### src/rtl/spi_slave_pkg.sv
// Shared types and default sizes for the SPI slave and its synchronizer.
package spi_slave_pkg;

    localparam int DATA_W_DEF      = 8;
    localparam int SYNC_STAGES_DEF = 2;

    typedef enum logic {
        ST_IDLE   = 1'b0,
        ST_ACTIVE = 1'b1
    } spi_state_e;

    typedef struct packed {
        logic cpol;
        logic cpha;
    } spi_mode_t;

    localparam spi_mode_t MODE0 = '{cpol: 1'b0, cpha: 1'b0};
    localparam spi_mode_t MODE1 = '{cpol: 1'b0, cpha: 1'b1};
    localparam spi_mode_t MODE2 = '{cpol: 1'b1, cpha: 1'b0};
    localparam spi_mode_t MODE3 = '{cpol: 1'b1, cpha: 1'b1};

endpackage

### src/rtl/spi_slave_sync_edge.sv
// Multi-flop synchronizer for an asynchronous bus signal, with single-cycle
// rise/fall pulses derived from the synchronized level.
module spi_slave_sync_edge
    import spi_slave_pkg::*;
#(
    parameter int   SYNC_STAGES = SYNC_STAGES_DEF,
    parameter logic RESET_VAL   = 1'b0
) (
    input  logic clk,
    input  logic rst,
    input  logic din,
    output logic sync,
    output logic rise,
    output logic fall
);

    logic [SYNC_STAGES-1:0] chain;
    logic                   sync_d;

    always_ff @(posedge clk) begin
        if (rst) begin
            chain  <= {SYNC_STAGES{RESET_VAL}};
            sync_d <= RESET_VAL;
        end else begin
            chain  <= {chain[SYNC_STAGES-2:0], din};
            sync_d <= chain[SYNC_STAGES-1];
        end
    end

    assign sync = chain[SYNC_STAGES-1];
    assign rise = sync & ~sync_d;
    assign fall = ~sync & sync_d;

endmodule

### src/rtl/spi_slave.sv
// SPI slave, all four modes, MSB-first, oversampled in the clk domain.
// Define SPI_SLAVE_ECHO_EN to echo the last received byte instead of 0x00 on underrun.
module spi_slave
    import spi_slave_pkg::*;
#(
    parameter int DATA_W      = DATA_W_DEF,
    parameter int SYNC_STAGES = SYNC_STAGES_DEF
) (
    input  logic              clk,
    input  logic              rst,
    input  logic              cpol,
    input  logic              cpha,
    input  logic              sck,
    input  logic              ss,
    input  logic              mosi,
    output logic              miso,
    input  logic [DATA_W-1:0] tx_byte,
    input  logic              tx_valid,
    output logic              tx_ready,
    output logic [DATA_W-1:0] rx_byte,
    output logic              rx_valid,
    output logic              busy,
    output logic              tx_underrun,
    output logic              frame_err,
    output logic              state_dbg
);

    localparam int CNT_W = $clog2(DATA_W + 1);

    spi_state_e        state;
    spi_mode_t         mode;
    logic [CNT_W-1:0]  bit_cnt;
    logic [DATA_W-1:0] tx_sh;
    logic [DATA_W-1:0] rx_sh;
    logic [DATA_W-1:0] buf_data;
    logic              byte_done;

    logic sck_rise, sck_fall, ss_s, mosi_s;
    logic sck_sync_unused, ss_rise_unused, ss_fall_unused;
    logic mosi_rise_unused, mosi_fall_unused;

    spi_slave_sync_edge #(.SYNC_STAGES(SYNC_STAGES), .RESET_VAL(1'b0)) u_sck_sync (
        .clk(clk), .rst(rst), .din(sck),
        .sync(sck_sync_unused), .rise(sck_rise), .fall(sck_fall)
    );

    spi_slave_sync_edge #(.SYNC_STAGES(SYNC_STAGES), .RESET_VAL(1'b1)) u_ss_sync (
        .clk(clk), .rst(rst), .din(ss),
        .sync(ss_s), .rise(ss_rise_unused), .fall(ss_fall_unused)
    );

    spi_slave_sync_edge #(.SYNC_STAGES(SYNC_STAGES), .RESET_VAL(1'b0)) u_mosi_sync (
        .clk(clk), .rst(rst), .din(mosi),
        .sync(mosi_s), .rise(mosi_rise_unused), .fall(mosi_fall_unused)
    );

    // Leading edge leaves the latched idle level; cpha picks which edge samples.
    logic lead_edge, trail_edge, sample_edge, shift_edge, last_sample;

    always_comb begin
        lead_edge   = mode.cpol ? sck_fall : sck_rise;
        trail_edge  = mode.cpol ? sck_rise : sck_fall;
        sample_edge = mode.cpha ? trail_edge : lead_edge;
        shift_edge  = mode.cpha ? lead_edge : trail_edge;
        last_sample = sample_edge && (bit_cnt == CNT_W'(DATA_W - 1));
    end

    // Byte handed to the shift register at frame entry or byte completion.
    logic [DATA_W-1:0] load_val;
    logic              load_underrun;

    always_comb begin
        load_val      = buf_data;
        load_underrun = 1'b0;
        if (tx_ready) begin
`ifdef SPI_SLAVE_ECHO_EN
            load_val = byte_done ? rx_sh : rx_byte;
`else
            load_val      = '0;
            load_underrun = 1'b1;
`endif
        end
    end

    always_ff @(posedge clk) begin
        if (rst) begin
            state       <= ST_IDLE;
            mode        <= MODE0;
            bit_cnt     <= '0;
            tx_sh       <= '0;
            rx_sh       <= '0;
            buf_data    <= '0;
            byte_done   <= 1'b0;
            miso        <= 1'b0;
            tx_ready    <= 1'b1;
            rx_byte     <= '0;
            rx_valid    <= 1'b0;
            busy        <= 1'b0;
            tx_underrun <= 1'b0;
            frame_err   <= 1'b0;
        end else begin
            rx_valid    <= 1'b0;
            tx_underrun <= 1'b0;
            frame_err   <= 1'b0;

            // tx_ready doubles as the "buffer empty" flag.
            if (tx_valid && tx_ready) begin
                buf_data <= tx_byte;
                tx_ready <= 1'b0;
            end

            case (state)
                ST_IDLE: begin
                    if (!ss_s) begin
                        state       <= ST_ACTIVE;
                        busy        <= 1'b1;
                        mode        <= {cpol, cpha};
                        bit_cnt     <= '0;
                        byte_done   <= 1'b0;
                        rx_sh       <= '0;
                        tx_underrun <= load_underrun;
                        if (!tx_ready) tx_ready <= 1'b1;
                        if (!cpha) begin
                            miso  <= load_val[DATA_W-1];
                            tx_sh <= {load_val[DATA_W-2:0], 1'b0};
                        end else begin
                            tx_sh <= load_val;
                        end
                    end
                end

                ST_ACTIVE: begin
                    if (byte_done) begin
                        byte_done   <= 1'b0;
                        rx_byte     <= rx_sh;
                        rx_valid    <= 1'b1;
                        bit_cnt     <= '0;
                        tx_sh       <= load_val;
                        tx_underrun <= load_underrun;
                        if (!tx_ready) tx_ready <= 1'b1;
                    end else if (ss_s && !last_sample) begin
                        state   <= ST_IDLE;
                        busy    <= 1'b0;
                        miso    <= 1'b0;
                        bit_cnt <= '0;
                        if (bit_cnt != '0) frame_err <= 1'b1;
                    end else begin
                        // A last sample coinciding with ss rise still completes the byte.
                        if (sample_edge) begin
                            rx_sh   <= {rx_sh[DATA_W-2:0], mosi_s};
                            bit_cnt <= bit_cnt + CNT_W'(1);
                            if (last_sample) byte_done <= 1'b1;
                        end
                        if (shift_edge) begin
                            miso  <= tx_sh[DATA_W-1];
                            tx_sh <= {tx_sh[DATA_W-2:0], 1'b0};
                        end
                    end
                end

                default: state <= ST_IDLE;
            endcase
        end
    end

    assign state_dbg = state;

endmodule

### config.mk
export PLATFORM = sky130hd
export DESIGN_NAME = spi_slave
export DESIGN_NICKNAME = d
export VERILOG_FILES = /design/src/rtl/spi_slave_pkg.sv /design/src/rtl/spi_slave_sync_edge.sv /design/src/rtl/spi_slave.sv
export SDC_FILE = /design/constraint.sdc
export NUM_CORES = 1
export LEC_CHECK = 0
export CAP_MARGIN = 30
export CORE_MARGIN = 3
export CORE_UTILIZATION = 57
export DETAILED_ROUTE_END_ITERATION = 8
export MAX_ROUTING_LAYER = met4
export PLACE_DENSITY = 0.83
export SLEW_MARGIN = 10
export SYNTH_ARGS = -nofsm -noshare
export SYNTH_HDL_FRONTEND = slang
export SYNTH_SLANG_ARGS = --single-unit
### constraint.sdc
create_clock -name clk -period 4.55 [get_ports clk]
set_input_delay 0.6825 -clock clk [delete_from_list [all_inputs] [get_ports clk]]
set_output_delay 0.6825 -clock clk [all_outputs]
set_load 0.02 [all_outputs]
## After elaboration in Yosys (flattened, before gate mapping)

Cells that the tools add are included.

- Magnitude comparators: 0
- Equality and inequality tests: 11
- Reductions and logical operators: 14
- Mux-type cells: 52
- Bitwise gates (word level): 7
- Divide/modulo/power cells: 0
- Multipliers: 0
- $add $sub $neg: 1
- Shift operators: 0

Operators by type and width:

| cell | number |
|---|---|
| two-way mux 8 bit | 10 |
| one-hot mux 8 bit (2 select lines) | 2 |
| two-way mux 1 bit | 29 |
| two-way mux 4 bit | 4 |
| one-hot mux 1 bit (2 select lines) | 6 |
| inequality test 2 bit, second input constant | 4 |
| one-hot mux 4 bit (2 select lines) | 1 |
| AND reduction 4 bit | 2 |
| inequality test 3 x 1 -> 1 bit, second input constant | 2 |
| AND reduction 2 bit | 3 |
| AND reduction 3 bit | 2 |
| inverter 1 bit | 5 |
| adder 4 x 1 -> 4 bit, second input constant | 1 |
| equality test 4 x 3 -> 1 bit, second input constant | 1 |
| inequality test 2 x 1 -> 1 bit, second input constant | 2 |
| inequality test 4 x 1 -> 1 bit, second input constant | 1 |
| nonzero test 4 bit | 1 |
| OR reduction 4 bit | 1 |
| logical AND 1 bit | 3 |
| inequality test 3 bit, second input constant | 1 |
| bitwise AND 1 bit | 2 |
| OR reduction 2 bit | 1 |
| zero test 1 bit | 1 |

- Memory bits (writable): 0
- Logic and storage cells: 104
- Output and inout port bits: 15
- Memories kept: 0
- Bits in read-only memories: 0
- Bits in latches: 0
- Register bits after elaboration: 53

## Longest topological paths before layout

- Depth in word-level cells: 10
- Depth in mapped cells: 7
- Gate-level depth less buffers: 6

## Modules after synthesis

From an unflattened synthesis, not the netlist that was laid out.

- Cell total of the unflattened synthesis: 299
- Area total of the unflattened synthesis: 2627.5 um^2

By module, submodules not included:

| module | area each (um^2) | cells an instance | times used |
|---|---|---|---|
| spi_slave | 2352.3 | 275 | 1 |
| spi_slave_sync_edge at u_mosi_sync ... | 91.3 | 8 | 2 |
| spi_slave_sync_edge at u_ss_sync | 92.6 | 8 | 1 |

## Worst setup path after synthesis

Ideal clock, no wire load.

- Path kind: reg-to-reg
- Start: reg bit_cnt[0]
- End: reg tx_sh[0]
- Data required time: 4.434 ns
- Stages on the path, launching flop included: 8
- Setup time: 0.116 ns
- Data arrival time: 1.630 ns
- Path slack: 2.803 ns
- Buffers on the path: 2
- Cell sequence: dfxtp_1 ha_1 and3b_2 a211o_1 buf_6 and2_4 buf_6 a41o_1

- Cells in the longest elaborated chain, start to end: 6

Ends and longest elaborated chain:

| item | line | text |
|---|---|---|
| from (decl) | spi_slave.sv:32 | `logic [CNT_W-1:0] bit_cnt;` |
| from (signal assigned) | spi_slave.sv:151 | `bit_cnt <= bit_cnt + CNT_W'(1);` |
| equality test 4 x 3 -> 1 bit | spi_slave.sv:65 | `last_sample = sample_edge && (bit_cnt == CNT_W'(DATA_W - 1));` |
| logical AND 1 bit | spi_slave.sv:65 |  |
| zero test 1 bit | spi_slave.sv:141 | `end else if (ss_s && !last_sample) begin` |
| logical AND 1 bit | spi_slave.sv:141 |  |
| inequality test 3 bit (no line) | n/a |  |
| AND reduction 3 bit (no line) | n/a |  |
| to (signal assigned) | spi_slave.sv:127 | `tx_sh <= load_val;` |
| to (signal assigned) | spi_slave.sv:138 | `tx_sh <= load_val;` |
| to (signal assigned) | spi_slave.sv:156 | `tx_sh <= {tx_sh[DATA_W-2:0], 1'b0};` |
| to (decl) | spi_slave.sv:33 | `logic [DATA_W-1:0] tx_sh;` |

No other way between the ends.
A chain may end at the register's enable or synchronous reset.

## Worst setup path after layout

- Start: reg state, in the netlist state_dbg
- End: out state_dbg

RTL lines:

| item | line | text |
|---|---|---|
| from (decl) | spi_slave.sv:30 | `spi_state_e state;` |
| from (signal assigned) | spi_slave.sv:87 | `state <= ST_IDLE;` |
| from (signal assigned) | spi_slave.sv:115 | `state <= ST_ACTIVE;` |
| from (signal assigned) | spi_slave.sv:142 | `state <= ST_IDLE;` |
| to (decl) | spi_slave.sv:25 | `output logic state_dbg` |

No word-level cell between the ends.

==> reports/metrics.yaml <==
drc: 0
grt_remaining_overflow: 0
yosys.area.top_type: "dfxtp_1"
finalNonFillerCells: 325
syn_nets: 275
tns_ps: 0
grt_max_degree: 28
cts_buffers: 5
min_path_cells: 1
htreeDepth: 2
synth_top_family_by_area: "compound AO/OA/AOI/OAI gates"
grt_setup_unrepaired: "false"
clock-sinks: 53
row_count: 21
cp_num_buf_inv: 1
critPathKind: "reg -> out"
grt_pass1_wl_um: 7730
synth.area.mux_share_pct: 1.43
ys_warn_count: 0
fp.dieH_um: 67.9
ys.flop_type: "dfxtp_1"
clock_skew_ps: 3.68
place.gp.congestion: 0.865
finalCritPeriodShare_pct: 57.0
port_buffers: 30
worst_slack_ps: 1960
routed_wl_um: 4640
grt_use_total_pct: 22.2
period_needed_ps: 2590
synthMostInstantiatedCell: "dfxtp_1"
drive_above_1_share_pct: 5.73
vias: 1970
grt_pass1_vias: 1713
path_cells: "clkdlybuf4s50_1"
cellLeakagePower_nw: 0.873
setup.worst_path.end_class: "output pin"
hold_path.class: "reg -> reg"
areaGrowthSynthToFinish_pct: 17.5
clock_path_buffers: 2
syn_area_um2: 2190
synth_edf_count: 0
max_freq_mhz: 386
synth.distinct_cells: 37
dr.first_iter.drc_count: 197
synth.top_cell.area_share_pct: 48.5
synth-seq-cells: 53
cts_hold_buf: 0
total_power_mw: 0.838
cts_resized: 0
slew_violations: 0
hold_ws_ps: 426
setup_viol: 0
die_area_um2: 4610
placed_area_um2: 2470
cp.depth: 1
relSlewSlack_pct: 38.3
synth_common_cells: "53 x dfxtp_1, 40 x a21oi_1, 37 x nand2_1"
start_util_pct: 62.1
ys_seq_area_share_pct: 48.5
die-width_um: 67.9
cp_max_fo: 27
fillCellCount: 298
via_per_inst: 6.06
dp_hpwl_um: 3180
num_io_pins: 31
crit_arrival_ps: 1910
nNetsFinal: 296
synth_xor_area_share_pct: 0.744
wl_per_cell_um: 14.3
synth-adder-area-share_pct: 1.14
drtAntennaViolNets: 0
syn_avg_cell_area_um2: 8.51
cpPeakStageDelay_ps: 860
diodes: 0
hold_viol: 0
final_util_pct: 72.9
pwr_density_cell_nw_per_um2: 326
core_um2: 3520
status: "finished, final reports clean"
reg2reg_depth: 4
cp_slowest_cell: "dfxtp_1"
cts.clk_slew.worst_paths_ps: 90
critPathRequiredTime_ps: 3870
dp_cells: 317
tightestPinTransition_ps: 923
cp-start-kind: "register"
critPathTopFamily: "flip-flops"
async_flop_share_pct: 0
cts-root-buf: "clkbuf_8"
post_cts_buffers: 0
clk_latency_ps: 300
peakVddDrop_mv: 0.202
synthCells: 257
first_pass_iters: 5
yosys-top-cells-area: "dfxtp_1 49%, a21oi_1 9.2%, nand2_1 6.4%, a222oi_1 3.2%, o21ai_0 3.2%"
cts_tree: "done"
place_ws_ps: 2030
design_area_um2: 2570
drv_cap: 0
yosys.area_share.simple_pct: 20.8
synth_compound_area_share_pct: 22.7
antenna_found_initial: 0
==> path summary, 6_finish.rpt <==
| path | start | endpoint | slack (ps) |
|---|---|---|---|
| max reg2reg | state_dbg$_SDFF_PP0_ | tx_sh[3]$_SDFFE_PP0P_ | 2110 |
| min | u_ss_sync.chain[0]$_SDFF_PP1_ | u_ss_sync.chain[1]$_SDFF_PP1_ | 430 |
| max | state_dbg$_SDFF_PP0_ | state_dbg | 1960 |
| min reg2reg | u_ss_sync.chain[0]$_SDFF_PP1_ | u_ss_sync.chain[1]$_SDFF_PP1_ | 430 |
==> report_power, final <==
| group | total (mW) | internal [mW] | switching, mW |
|---|---|---|---|
| registers | 0.489 | 0.476 | 0.0138 |
| clock network | 0.273 | 0.124 | 0.149 |
| logic | 0.0761 | 0.0330 | 0.0431 |
==> per-layer routing <==
| metal | vias to the layer above | GRT usage [%] | wire (um) |
|---|---|---|---|
| li1 | 962 | - | - |
| met1 | 937 | 29.7 | 2140 |
| met2 | 65 | 34.2 | 2210 |
| met3 | 6 | 5.09 | 258 |
| met4 | 0 | 5.21 | 37 |
| met5 | - | - | 0 |
==> registers in the layout (all words and copies together), names as in the netlist, 4 cells and up <==
name      cells
rx_sh         8
rx_byte       8
bit_cnt       4
tx_sh         8
buf_data      8
==> layout make-up <==
| type | count | area, um^2 | share of cell area (%) |
|---|---|---|---|
| sequential | 53 | 1060 | 41.3 |
| multi-input combinational | 181 | 1020 | 39.8 |
| timing repair buffer | 31 | 308 | 12.0 |
| clock buffer | 6 | 82.6 | 3.22 |
| tap | 46 | 57.6 | 2.24 |
| inverter | 6 | 22.5 | 0.877 |
| clock inverter | 2 | 13.8 | 0.536 |
==> cell usage in the layout (no fill, tap or decap), drive strengths merged, types with 6 or more instances in the layout <==
master          n
dfxtp          53
a211oi          7
nand4           9
nand3          12
nand2b          7
nand2          37
nor2b           6
a21oi          40
inv             6
a222oi          7
o21ai          16
clkdlybuf4s50  30
nor3            6
clkbuf          6
nor2           11
==> logic make-up after synthesis <==
logic type | count (synthesis)
flip-flops | 53
multiplexers | 3
adder cells (fa/ha/maj) | 2
XOR/XNOR | 1
AND/OR/NAND/NOR | 94
buffers and inverters | 23
AO/OA/AOI/OAI | 81
Power figures use the tool's default switching activity.
